**config.mk**
```make
export PLATFORM = sky130hd
export DESIGN_NAME = bit_packer
export DESIGN_NICKNAME = d
export VERILOG_FILES = /design/src/rtl/bit_packer.sv
export SDC_FILE = /design/constraint.sdc
export NUM_CORES = 1
export LEC_CHECK = 0
export BUFFER_PORTS_ARGS = -buffer_cell sky130_fd_sc_hd__buf_2
export CAP_MARGIN = 20
export CORE_ASPECT_RATIO = 0.9
export CORE_MARGIN = 2
export CORE_UTILIZATION = 60
export CTS_CLUSTER_DIAMETER = 40
export DETAILED_ROUTE_END_ITERATION = 16
export PLACE_DENSITY = 0.84
export SYNTH_ARGS = -nofsm -noshare
export SYNTH_HDL_FRONTEND = slang
export SYNTH_SLANG_ARGS = --single-unit
```
**constraint.sdc**
```tcl
create_clock -name clk -period 8.1 [get_ports clk]
set_input_delay 2.025 -clock clk [delete_from_list [all_inputs] [get_ports clk]]
set_output_delay 2.025 -clock clk [all_outputs]
set_load 0.05 [all_outputs]
```
**src/rtl/bit_packer.sv**
```systemverilog
// Packs variable-length LSB-aligned fields into W-bit words, newest field in the higher bits.
// A flush request emits any partial word once all full words have drained.
module bit_packer #(
  parameter int unsigned W  = 16,
  parameter int unsigned LW = 5
) (
  input  logic          clk,
  input  logic          arst,
  input  logic          in_valid,
  output logic          in_ready,
  input  logic [W-1:0]  in_data,
  input  logic [LW-1:0] in_len,
  input  logic          flush,
  output logic          out_valid,
  input  logic          out_ready,
  output logic [W-1:0]  out_data,
  output logic [LW-1:0] out_bits
);

  localparam int unsigned AW = 2 * W;
  localparam int unsigned CW = LW + 1;

  typedef enum logic [1:0] {FILL, DRAIN, FLUSH} state_t;

  state_t        state, state_nx;
  logic [AW-1:0] acc, acc_nx;
  logic [LW-1:0] cnt;
  logic [CW-1:0] cnt_nx;
  logic          flush_pend, pend_nx, pend_req;
  logic          reeval;
  logic [LW-1:0] eff_len;
  logic [AW-1:0] field_sh;
  logic          in_ready_nx, out_valid_nx;
  logic [W-1:0]  out_data_nx;
  logic [LW-1:0] out_bits_nx;

  // Ones in bit positions below n; n >= W yields all ones.
  function automatic logic [W-1:0] low_mask(input logic [CW-1:0] n);
    return ~({W{1'b1}} << n);
  endfunction

  // Clamp the requested length and place the masked field just above the held bits.
  always_comb begin
    eff_len  = (in_len > LW'(W)) ? LW'(W) : in_len;
    field_sh = AW'(in_data & low_mask(CW'(eff_len))) << cnt;
  end

  // Next-state, datapath and registered-output values.
  always_comb begin
    state_nx = state;
    acc_nx   = acc;
    cnt_nx   = CW'(cnt);
    pend_req = flush_pend | flush;
    pend_nx  = pend_req;
    reeval   = 1'b0;

    case (state)
      FILL: begin
        if (in_valid && (eff_len != '0)) begin
          acc_nx = acc | field_sh;
          cnt_nx = CW'(cnt) + CW'(eff_len);
        end
        reeval = 1'b1;
      end
      DRAIN: begin
        if (out_ready) begin
          acc_nx = acc >> W;
          cnt_nx = CW'(cnt) - CW'(W);
          reeval = 1'b1;
        end
      end
      FLUSH: begin
        if (out_ready) begin
          acc_nx   = '0;
          cnt_nx   = '0;
          pend_nx  = 1'b0;
          state_nx = FILL;
        end
      end
      default: begin
        state_nx = FILL;
        acc_nx   = '0;
        cnt_nx   = '0;
        pend_nx  = 1'b0;
      end
    endcase

    // Full words always go first; a pending flush only fires on a true remainder.
    if (reeval) begin
      if (cnt_nx >= CW'(W)) begin
        state_nx = DRAIN;
      end else if (pend_req && (cnt_nx != '0)) begin
        state_nx = FLUSH;
      end else begin
        state_nx = FILL;
        pend_nx  = 1'b0;
      end
    end

    in_ready_nx  = (state_nx == FILL);
    out_valid_nx = (state_nx != FILL);
    out_data_nx  = '0;
    out_bits_nx  = '0;
    if (state_nx == DRAIN) begin
      out_data_nx = acc_nx[W-1:0];
      out_bits_nx = LW'(W);
    end else if (state_nx == FLUSH) begin
      out_data_nx = acc_nx[W-1:0] & low_mask(cnt_nx);
      out_bits_nx = cnt_nx[LW-1:0];
    end
  end

  always_ff @(posedge clk or posedge arst) begin
    if (arst) begin
      state      <= FILL;
      acc        <= '0;
      cnt        <= '0;
      flush_pend <= 1'b0;
      in_ready   <= 1'b1;
      out_valid  <= 1'b0;
      out_data   <= '0;
      out_bits   <= '0;
    end else begin
      state      <= state_nx;
      acc        <= acc_nx;
      cnt        <= cnt_nx[LW-1:0];
      flush_pend <= pend_nx;
      in_ready   <= in_ready_nx;
      out_valid  <= out_valid_nx;
      out_data   <= out_data_nx;
      out_bits   <= out_bits_nx;
    end
  end

endmodule

```
[Word-level counts from Yosys, hierarchy flattened]
Index checks and enable logic that the tools add are counted.
Word-level totals
  flip-flop bits (word level): 63
  input bits: 26
  word-level logic and storage cells: 63
Cells by class
  $add $sub $neg: 2
  $lt $le $gt $ge: 2
  equality and inequality tests: 7
  shift-type cells: 3
  mux-type cells: 25
  bitwise operators: 6
  reductions and logical operators: 9
Operators by type and width (count)
  $mux 32: 3
  $pmux 32 s3: 1
  $and 16x16->16: 2
  $mux 16: 2
  $not 16->16: 2
  $or 32x32->32: 1
  $shl 16x5->32: 1
  $mux 5: 4
  $pmux 6 s3: 1
  $shl 16x5->16 const A: 1
  $shl 16x6->16 const A: 1
  $mux 6: 2
  $mux 2: 4
  $add 5x5->6: 1
  $ge 6x5->1 const B: 1
  $ne 2x2->1 const B: 3
  $reduce_bool 6->1: 1
  $sub 5x5->6 const B: 1
  $gt 5x5->1 const B: 1
  $mux 1: 5
  $reduce_bool 5->1: 1
  $eq 2x1->1 const B: 2
  $eq 2x2->1 const B: 2
  $logic_not 2->1: 2
  other kinds (7): 9

[Longest topological paths before layout]
Gate-level depths: netlist of the first run.
  depth after elaboration: 14
  mapped depth: 15
  mapped depth without buffers: 11

[Worst setup path after synthesis of the first run]
OpenSTA, ideal clock, no wires.
  kind: input port to flip-flop
  start: input port in_len[4]
  end: register out_data[5]
  library setup time: 0.149 ns
  data arrival time: 4.687 ns
  required time: 7.951 ns
  path slack: 3.264 ns
  stages: 14
  buffers on the path: 3
  cells stage by stage: buf_2 > buf_1 > nor2b_1 > ha_1 > inv_1 > fa_1 > and3b_1 > a311oi_1 > xnor2_1 > o21ai_2 > or3b_2 > buf_2 > nor2_2 > a221oi_1
Between the ends
  word-level cells in the longest chain between the ends: 14
Ends and longest elaborated chain
  start, declared: RTL line 12  | input logic [LW-1:0] in_len,
  $gt 5x5->1: RTL line 44  | eff_len = (in_len > LW'(W)) ? LW'(W) : in_len;
  $mux 5 *: RTL line 44
  parallel branches: the longest is 2 deep, another holds $add 5x5->6
  $mux 6 *: RTL line 59  | if (in_valid && (eff_len != '0)) begin
  $pmux 6 s3 *: RTL line 57  | case (state)
  net cnt_nx[4]: RTL line 28  | logic [CW-1:0] cnt_nx;
  parallel branches: the longest is 7 deep, another holds $ge 6x5->1
  $mux 16 *: RTL line 104  | if (state_nx == DRAIN) begin
  net out_data_nx[5]: RTL line 34  | logic [W-1:0] out_data_nx;
  end signal, assigned: RTL line 130  | out_data <= out_data_nx;
  end, declared: RTL line 16  | output logic [W-1:0] out_data,
Mark *: on every way through the listed nets, which the timed path passes. The select of a mux whose other input is x is not followed.
A chain may end at the register's enable or synchronous reset.

[Worst setup path in the final report of the first run]
  start: input port in_len[4]
  end: register out_data[1]
Same word-level chain as after synthesis.

==> qor.yml, run 1 <==
status:
  status: "completed"
synthesis:
  ys_seq_area_share_pct: 37.9
  synth-async-reset-ratio_pct: 100
  synth_fp_nets: 494
  synth.ff_latch_count: 63
  synth_edf_count: 0
  synth-main-ff-cell: "dfrtp_1"
  yosysWarnings: 0
  synthCells: 461
  netlist_area_um2: 4170
  synth_cell_types: 79
  avgSynthCellArea_um2: 9.04
setup_path:
  critPathMaxFanout: 26
  r2r_start: "cnt[0]"
  path_class: "primary input to flop"
  critical_path.top_delay_family: "simple AND/OR/NAND/NOR gates"
  rr_endpoint: "out_data[1]"
  ff2ff_setup_slack_ns: 4.42
  crit_buf_inv: 2
  cp_cell_sequence: "buf_2, nor2b_1, ha_1, inv_1, fa_1, and3b_1, a311oi_1, xnor2_1, o21ai_2, or3b_2, nor2_2, a311oi_1"
  reg2regPathDepth: 9
  slowest_stage: "or3b_2"
  startpoint_type: "primary input"
  required_ns: 8.30
  timing.critical_path.mode_cell: "a311oi_1"
  max_stage_delay_ns: 0.57
  cp.arrival_ns: 4.87
  endpoint_kind: "flop"
cells_and_area:
  diodes: 0
  final_common_cell: "dfrtp_1"
  syn_to_final_growth_pct: 10.3
  stdcell_count: 586
  drive_gt1_share_pct: 19.8
  finalNetCount: 524
  num-fill-cells: 513
  mostFrequentLayoutCells: "62 x dfrtp_1, 48 x buf_2, 38 x nor2_1, 32 x inv_1, 29 x nand2_1"
  finish.instance_area_um2: 4590
detailed_routing:
  drtIter0Drc: 819
  wl_um: 12000
  vias: 4089
  firstDrtPassIters: 6
  avgRoutedWirePerCell_um: 20.5
  via_per_inst: 6.98
  drc: 0
  ant_nets: 0
timing:
  worst_pin_slew_ns: 1.06
  slew_headroom_pct: 29.6
  fin_ws_ns: 3.43
  hold_violations: 0
  period_needed_ns: 4.67
  fin_setup_tns_ns: 0
  rsz0062_at_grt: "no"
  setup_viol_count_final: 0
  fmax_mhz: 214
  clock_skew_ns: 0.00895
  post-route-period-util_pct: 57.6
  slew_viol_final: 0
global_routing:
  antenna_found_initial: 0
  grt_pass1_wl_um: 19700
  grt_usage_pct: 32.8
  grt_max_degree: 64
  grt_pass1_vias: 3846
  gr-total-overflow: 0
clock_tree:
  htree_levels: 3
  cts-root-buf: "clkbuf_8"
  numCtsBuffers: 9
  clkSlewWorstSetupHoldPaths_ns: 0.07
  cts.repair.resized: 0
  hold_buffers: 0
  cts.sinks: 63
  clock_latency_ns: 0.35
  cts_tree: "yes"
  cts_setup_buffers: 0
  cts_buffer_depth: 2
place:
  io_buffers: 48
  hpwlAfterDp_um: 8490
  place.gp.congestion: 1.02
  dp_cells: 568
  place_area_um2: 4370
  preCtsSetupSlack_ns: 2.98
power:
  internal-power_mw: 0.933
  p_seq_share_pct: 27.7
  power_mw: 1.91
  power_density_nw_per_um2: 415
  p_switching_mw: 0.974
  p_sw_share_pct: 51.1
  power_leakage_nw: 2.18
  combinationalPowerShare_pct: 57.3
  vdd_ir_drop_max_mv: 0.314
  clkPwrFrac_pct: 15.0
floorplanning:
  die_area_um2: 7630
  die_h_um: 83.1
  core_um2: 6660
  io_pins: 49
  die_w_um: 91.8
  fp-row-count: 28
  start_util_pct: 62.6
job:
  max-cap-violations: 0
min_path:
  hold_path.startpoint: "acc[23]"
  holdPathEnd: "acc[23]"
  hp-class: "flop to flop"
  hold_depth: 2
-- stage by stage --
stage / util, % / hold slack, ns
2_1_floorplan: - / 0.440
3_3_place_gp: 65.7 / 0.456
4_1_cts: 68.8 / 0.483
3_5_place_dp: 65.7 / 0.468
5_1_grt: 69.0 / 0.506
6_report: 69.0 / 0.478
-- worst reg2reg max path, delay by kind of cell (launching register included) --
| kind | cells | cell delay [ns] |
|---|---|---|
| AOI/OAI and AO/OA | 4 | 1.04 |
| DFF | 1 | 0.99 |
| adders and majority gates | 2 | 0.78 |
| xor gates and xnor gates | 1 | 0.39 |
| and+or+nand+nor | 1 | 0.27 |
| buffers and inverters | 1 | 0.07 |
-- synth_stat cells (4+ instances only) --
master    count  area [um2]
dfrtp_1      62        1550
a211oi_1      9        67.6
nor4_1        5        31.3
a221oi_1      4        35.0
a311oi_1      4        35.0
inv_1        33         124
nand2_1      29         109
and2_1        4        25.0
a211o_1       4        35.0
mux2_2        5        56.3
nor2b_1       7        43.8
buf_1         7        26.3
nor2_1       38         143
a32oi_1       6        52.6
o21ai_0      24         120
a22oi_1       7        52.6
o22ai_1       5        31.3
clkbuf_1     19        71.3
o211ai_1      4        30.0
mux2i_1      18         180
a21oi_1      25         125
ha_1          6        75.1
nand2b_1      7        43.8
a222oi_1     12         120
a31oi_1       9        56.3
nand3_1      11        55.1
nor3_1       15        75.1
-- worst max-delay path by stage --
| stage | end | from | depth (start not counted) | slack, ns |
|---|---|---|---|---|
| CTS | out_data[8] | in_len[2] | 8 | 3.27 |
| global route | out_data[5] | in_len[4] | 12 | 3.27 |
| global placement | out_data[8] | in_len[2] | 8 | 3.08 |
| detailed placement | out_data[8] | in_len[2] | 8 | 2.98 |
| floorplan | out_data[5] | in_len[4] | 14 | 3.26 |
| finish | out_data[1] | in_len[4] | 12 | 3.43 |
-- layout make-up --
type | instances | area, um2 | share of cell area [%]
flip-flops and latches | 63 | 1580 | 34.3
clock buffers | 12 | 155 | 3.38
inverters | 35 | 131 | 2.86
clock inverters | 4 | 53.8 | 1.17
multi-input cells | 329 | 2290 | 49.8
well taps | 90 | 113 | 2.45
repair buffers | 53 | 278 | 6.05
-- routing by layer --
metal | part of all wire, % | routed length [um] | up-vias | global-route usage (%)
met5 | 0 | 0 | - | 0
met1 | 41 | 4870 | 1951 | 46.0
met4 | 3.6 | 432 | 0 | 13.2
li1 | - | - | 1800 | -
met3 | 10 | 1220 | 50 | 7.62
met2 | 46 | 5480 | 288 | 49.4
-- power by group through the flow --
stage               Clock [mW]  Sequential [mW]  Combinational, mW
floorplan                    0            0.632              0.718
global placement             0            0.525               1.03
detailed placement           0            0.526               1.06
CTS                      0.286            0.525               1.06
global route             0.302            0.539               1.18
finish                   0.285            0.528               1.09
-- sequential cells by signal (all words and copies together) (netlist names) --
register	flops
out_valid	1
out_bits	5
state	2
cnt	5
out_data	16
acc	32
in_ready	1
flush_pend	1
-- cell families after synthesis --
kind of cell | share of synthesized area, %
xor gates and xnor gates | 0.631
muxes | 7.30
adders and majority gates | 2.52
buffers and inverters | 7.27
AOI/OAI and AO/OA | 27.3
DFF | 37.9
and+or+nand+nor | 17.1
No activity file was read; power rests on OpenSTA's default activity.
==> run 2: changes to the inputs <==
Settings changed: CORE_UTILIZATION 60 to 53, PLACE_DENSITY 0.84 to 0.78.
Clock period 8.1 ns to 3.8 ns, I/O delays scaled along.
==> run 2 against run 1 <==
  * Global-route usage decreased by 2.7 points
  * Sequential power rose by 100%
  * Hold slack improved by 0.018 ns
  * Clock-buffer cell count decreased by 3
  * Clock skew rose by 0.0014 ns
  * Power grew 120%
  * First-iteration DRC count shrank 27%
  * Routed wire length is 3.8% higher
  * Non-clock buffer count up 16
  * Clock power up 140%
  * Register-to-register slack worse by 3.9 ns
==> qor.yml, run 2 (synthesized netlist as in run 1, its figures left out) <==
status:
  status: "completed"
detailed_routing:
  firstDrtPassIters: 6
  vias: 4036
  drtIter0Drc: 597
  drc: 0
  avgRoutedWirePerCell_um: 20.5
  wl_um: 12400
  via_per_inst: 6.64
  ant_nets: 0
clock_tree:
  cts.repair.resized: 0
  cts.sinks: 63
  htree_levels: 3
  cts_setup_buffers: 0
  clkSlewWorstSetupHoldPaths_ns: 0.08
  clock_latency_ns: 0.36
  hold_buffers: 0
  cts_tree: "yes"
  cts_buffer_depth: 2
  numCtsBuffers: 9
  cts-root-buf: "clkbuf_8"
setup_path:
  endpoint_kind: "flop"
  rr_endpoint: "out_data[5]"
  critPathMaxFanout: 9
  required_ns: 3.99
  startpoint_type: "primary input"
  r2r_start: "cnt[0]"
  path_class: "primary input to flop"
  reg2regPathDepth: 10
  ff2ff_setup_slack_ns: 0.56
  cp.arrival_ns: 3.68
floorplanning:
  start_util_pct: 55.0
  core_um2: 7580
  die_area_um2: 8590
  io_pins: 49
  die_w_um: 97.5
  fp-row-count: 30
  die_h_um: 88.1
job:
  max-cap-violations: 0
global_routing:
  grt_usage_pct: 30.0
  antenna_found_initial: 0
  grt_max_degree: 32
  grt_pass1_wl_um: 20300
  grt_pass1_vias: 3866
  gr-total-overflow: 0
cells_and_area:
  final_common_cell: "dfrtp_1"
  num-fill-cells: 641
  seq_area_um2: 1580
  finalNetCount: 540
  mostFrequentLayoutCells: "62 x dfrtp_1, 48 x buf_2, 38 x nor2_1, 32 x inv_1, 29 x nand2_1"
  diodes: 0
  largest_reg_flops: 32
  syn_to_final_growth_pct: 13.8
  regMostFlops: "acc"
  multiInputGateArea_um2: 2290
  largestRegisters: "acc x32, out_data x16"
  drive_gt1_share_pct: 22.5
min_path:
  holdPathEnd: "acc[23]"
  hp-class: "flop to flop"
  hold_depth: 2
  hold_path.startpoint: "acc[23]"
timing:
  worst_pin_slew_ns: 0.831
  fin_ws_ns: 0.317
  slew_headroom_pct: 44.6
  clock_skew_ns: 0.0104
  post-route-period-util_pct: 91.7
  fmax_mhz: 287
  fin_setup_tns_ns: 0
  setup_viol_count_final: 0
  rsz0062_at_grt: "no"
  slew_viol_final: 0
  hold_violations: 0
  period_needed_ns: 3.48
place:
  hpwlAfterDp_um: 9080
  place.gp.congestion: 0.917
  preCtsSetupSlack_ns: 0.0699
  io_buffers: 48
power:
  power_density_nw_per_um2: 894
  power_leakage_nw: 2.27
  power_mw: 4.24
  vdd_ir_drop_max_mv: 0.630
[run 2: cell types whose count changed in the layout (fill, tap and decap cells not counted)]
| cell | change |
|---|---|
| inv_8 | +1 |
| bufinv_16 | +1 |
| clkbuf_1 | -1 |
| inv_6 | +1 |
| buf_4 | +16 |
| clkbuf_8 | -2 |
[run 2: layout make-up]
cell class	count	area share [%]
Tap cell	96	2.53
Clock inverter	7	2.19
Clock buffer	9	2.61
Inverter	35	2.77
Multi-Input combinational cell	329	48.2
Sequential cell	63	33.3
Timing Repair Buffer	69	8.39
[run 2: report_power, final]
part / switching [mW] / internal, mW
clock: 0.312 / 0.378
combinational: 1.68 / 0.788
sequential: 0.152 / 0.925
total: 2.15 / 2.09
[run 2: worst max-delay path by stage]
stage	startpoint	depth (start not counted)	end
2_1_floorplan	in_len[4]	14	out_data[5]
3_3_place_gp	in_len[0]	12	out_data[5]
3_5_place_dp	in_len[0]	12	out_data[5]
4_1_cts	in_len[0]	12	out_data[5]
5_1_grt	in_len[0]	12	out_data[5]
6_report	in_len[0]	12	out_data[5]
[run 2: critical path: stages]
cell and delay, ns:
buf_2 0.11, nor2b_1 0.15, ha_1 0.22, inv_1 0.08
fa_1 0.44, and3b_1 0.24, a311oi_1 0.06, xnor2_1 0.22
o21ai_2 0.14, or3b_2 0.57, nor2_2 0.33, a221oi_1 0.16
[run 2: metal layers]
layer  part of all wire (%)  GRT usage, %  up-vias
met4                    2.4          11.4        0
met2                     45          47.5      217
li1                       -             -     1832
met5                      0             0        -
met1                     43          41.6     1953
met3                    8.7          5.99       34
[run 2: metrics by stage]
| step | hold WS [ns] | area, um2 | cells | utilization, % |
|---|---|---|---|---|
| floorplan | 0.440 | 4170 | 461 | - |
| global placement | 0.461 | 4510 | 592 | 59.5 |
| detailed placement | 0.484 | 4510 | 592 | 59.5 |
| CTS | 0.502 | 4740 | 608 | 62.5 |
| global route | 0.530 | 4740 | 608 | 62.5 |
| finish | 0.497 | 4740 | 608 | 62.5 |
==> run 3: changes to the inputs <==
Settings changed: PLACE_DENSITY 0.78 to 0.85.
==> run 3 against run 2 <==
  * Sequential share of layout area is 0.053 points lower
  * Clock skew is 0.0028 ns lower
  * Design area is 0.16% higher
  * Clock-buffer cell count is 1 higher
  * Clock power is 4.1% lower
  * Global-route usage is 0.061 points lower
  * Critical path depth stayed put
  * Power is 1.2% lower
  * Largest cell class unchanged
  * Highest routed layer unchanged
==> qor.yml, run 3 (synthesized netlist as in run 1, its figures left out) <==
floorplanning:
  die_w_um: 97.5
  start_util_pct: 55.0
  core_um2: 7580
  die_area_um2: 8590
  die_h_um: 88.1
  fp-row-count: 30
  io_pins: 49
timing:
  setup_viol_count_final: 0
  rsz0062_at_grt: "no"
  clock_skew_ns: 0.00761
  fmax_mhz: 291
  period_needed_ns: 3.44
  hold_violations: 0
  fin_setup_tns_ns: 0
  slew_headroom_pct: 42.2
  fin_ws_ns: 0.358
  worst_pin_slew_ns: 0.866
  slew_viol_final: 0
  post-route-period-util_pct: 90.6
clock_tree:
  numCtsBuffers: 9
  cts.repair.resized: 0
  cts.sinks: 63
  htree_levels: 3
  clock_latency_ns: 0.35
  clkSlewWorstSetupHoldPaths_ns: 0.07
  cts_tree: "yes"
  cts-root-buf: "clkbuf_8"
  cts_setup_buffers: 0
  hold_buffers: 0
  cts_buffer_depth: 2
cells_and_area:
  num-fill-cells: 648
  syn_to_final_growth_pct: 14.0
  multiInputGateArea_um2: 2290
  finalNetCount: 539
  final_common_cell: "dfrtp_1"
  finish.instance_area_um2: 4750
  largestRegisters: "acc x32, out_data x16"
  stdcell_count: 607
  largest_reg_flops: 32
  diodes: 0
  seq_area_um2: 1580
  drive_gt1_share_pct: 22.3
  mostFrequentLayoutCells: "62 x dfrtp_1, 48 x buf_2, 38 x nor2_1, 32 x inv_1, 29 x nand2_1"
  regMostFlops: "acc"
detailed_routing:
  via_per_inst: 6.63
  drtIter0Drc: 545
  ant_nets: 0
  vias: 4023
  wl_um: 12100
  avgRoutedWirePerCell_um: 19.9
  drc: 0
  firstDrtPassIters: 7
place:
  preCtsSetupSlack_ns: 0.0243
  place_area_um2: 4520
  place.gp.congestion: 0.973
  io_buffers: 48
  dp_cells: 591
  hpwlAfterDp_um: 8800
setup_path:
  critPathMaxFanout: 9
  path_class: "primary input to flop"
  required_ns: 4.01
  endpoint_kind: "flop"
  startpoint_type: "primary input"
  cp.arrival_ns: 3.66
power:
  internal-power_mw: 2.10
  power_density_nw_per_um2: 882
  power_leakage_nw: 2.27
  combinationalPowerShare_pct: 58.1
  p_switching_mw: 2.09
  p_seq_share_pct: 26.1
  clkPwrFrac_pct: 15.8
  vdd_ir_drop_max_mv: 0.695
  p_sw_share_pct: 49.9
  power_mw: 4.19
global_routing:
  grt_pass1_wl_um: 20100
  grt_pass1_vias: 3834
  antenna_found_initial: 0
  grt_usage_pct: 30.0
  grt_max_degree: 44
  gr-total-overflow: 0
job:
  max-cap-violations: 0
status:
  status: "completed"
min_path:
  hp-class: "flop to flop"
[run 3: final timing paths]
check / slack [ns] / start / end / cells past startpoint
setup / recovery: 0.36 / in_len[4] / out_data[5] / 12
hold / removal: 0.48 / acc[23] / acc[23] / 2
setup reg to reg: 0.63 / cnt[0] / out_data[15] / 8
hold reg to reg: 0.48 / acc[23] / acc[23] / 2
max in group asynchronous: 2.22 / arst / acc[12] / 3
min in group asynchronous: 0.78 / arst / acc[3] / 2
[run 3: per-stage QoR]
stage | util [%] | hold WS [ns]
after global placement | 59.6 | 0.456
after global routing | 62.6 | 0.505
after detailed placement | 59.6 | 0.474
final | 62.6 | 0.483
after floorplan | - | 0.440
after CTS | 62.6 | 0.489
[run 3: cell type report]
cell class / instances / share of cell area [%]
repair buffers: 68 / 8.48
well taps: 96 / 2.53
clock inverters: 6 / 1.95
multi-input cells: 329 / 48.1
clock buffers: 10 / 2.90
inverters: 35 / 2.77
flip-flops and latches: 63 / 33.2
[run 3: worst max-delay path, cell delays in order]
cell and delay, ns:
buf_2 0.13, nor2b_1 0.15, ha_1 0.23, inv_1 0.07, fa_1 0.45, and3b_1 0.23, a311oi_1 0.06, xnor2_1 0.22
o21ai_2 0.13, or3b_2 0.56, nor2_2 0.33, a221oi_1 0.15
[run 3: power by group through the flow]
stage / Sequential [mW] / Combinational [mW] / Clock, mW
finish: 1.09 / 2.43 / 0.662
floorplan: 1.35 / 1.53 / 0
CTS: 1.09 / 2.39 / 0.669
global route: 1.12 / 2.63 / 0.702
detailed placement: 1.09 / 2.37 / 0
global placement: 1.09 / 2.31 / 0
[run 3: layer usage]
| metal | up-vias | wire, um | global-route usage, % |
|---|---|---|---|
| li1 | 1828 | - | - |
| met1 | 1940 | 5090 | 41.3 |
| met2 | 228 | 5800 | 48.6 |
| met3 | 27 | 1010 | 7.26 |
| met4 | 0 | 184 | 7.32 |
| met5 | - | 0 | 0 |
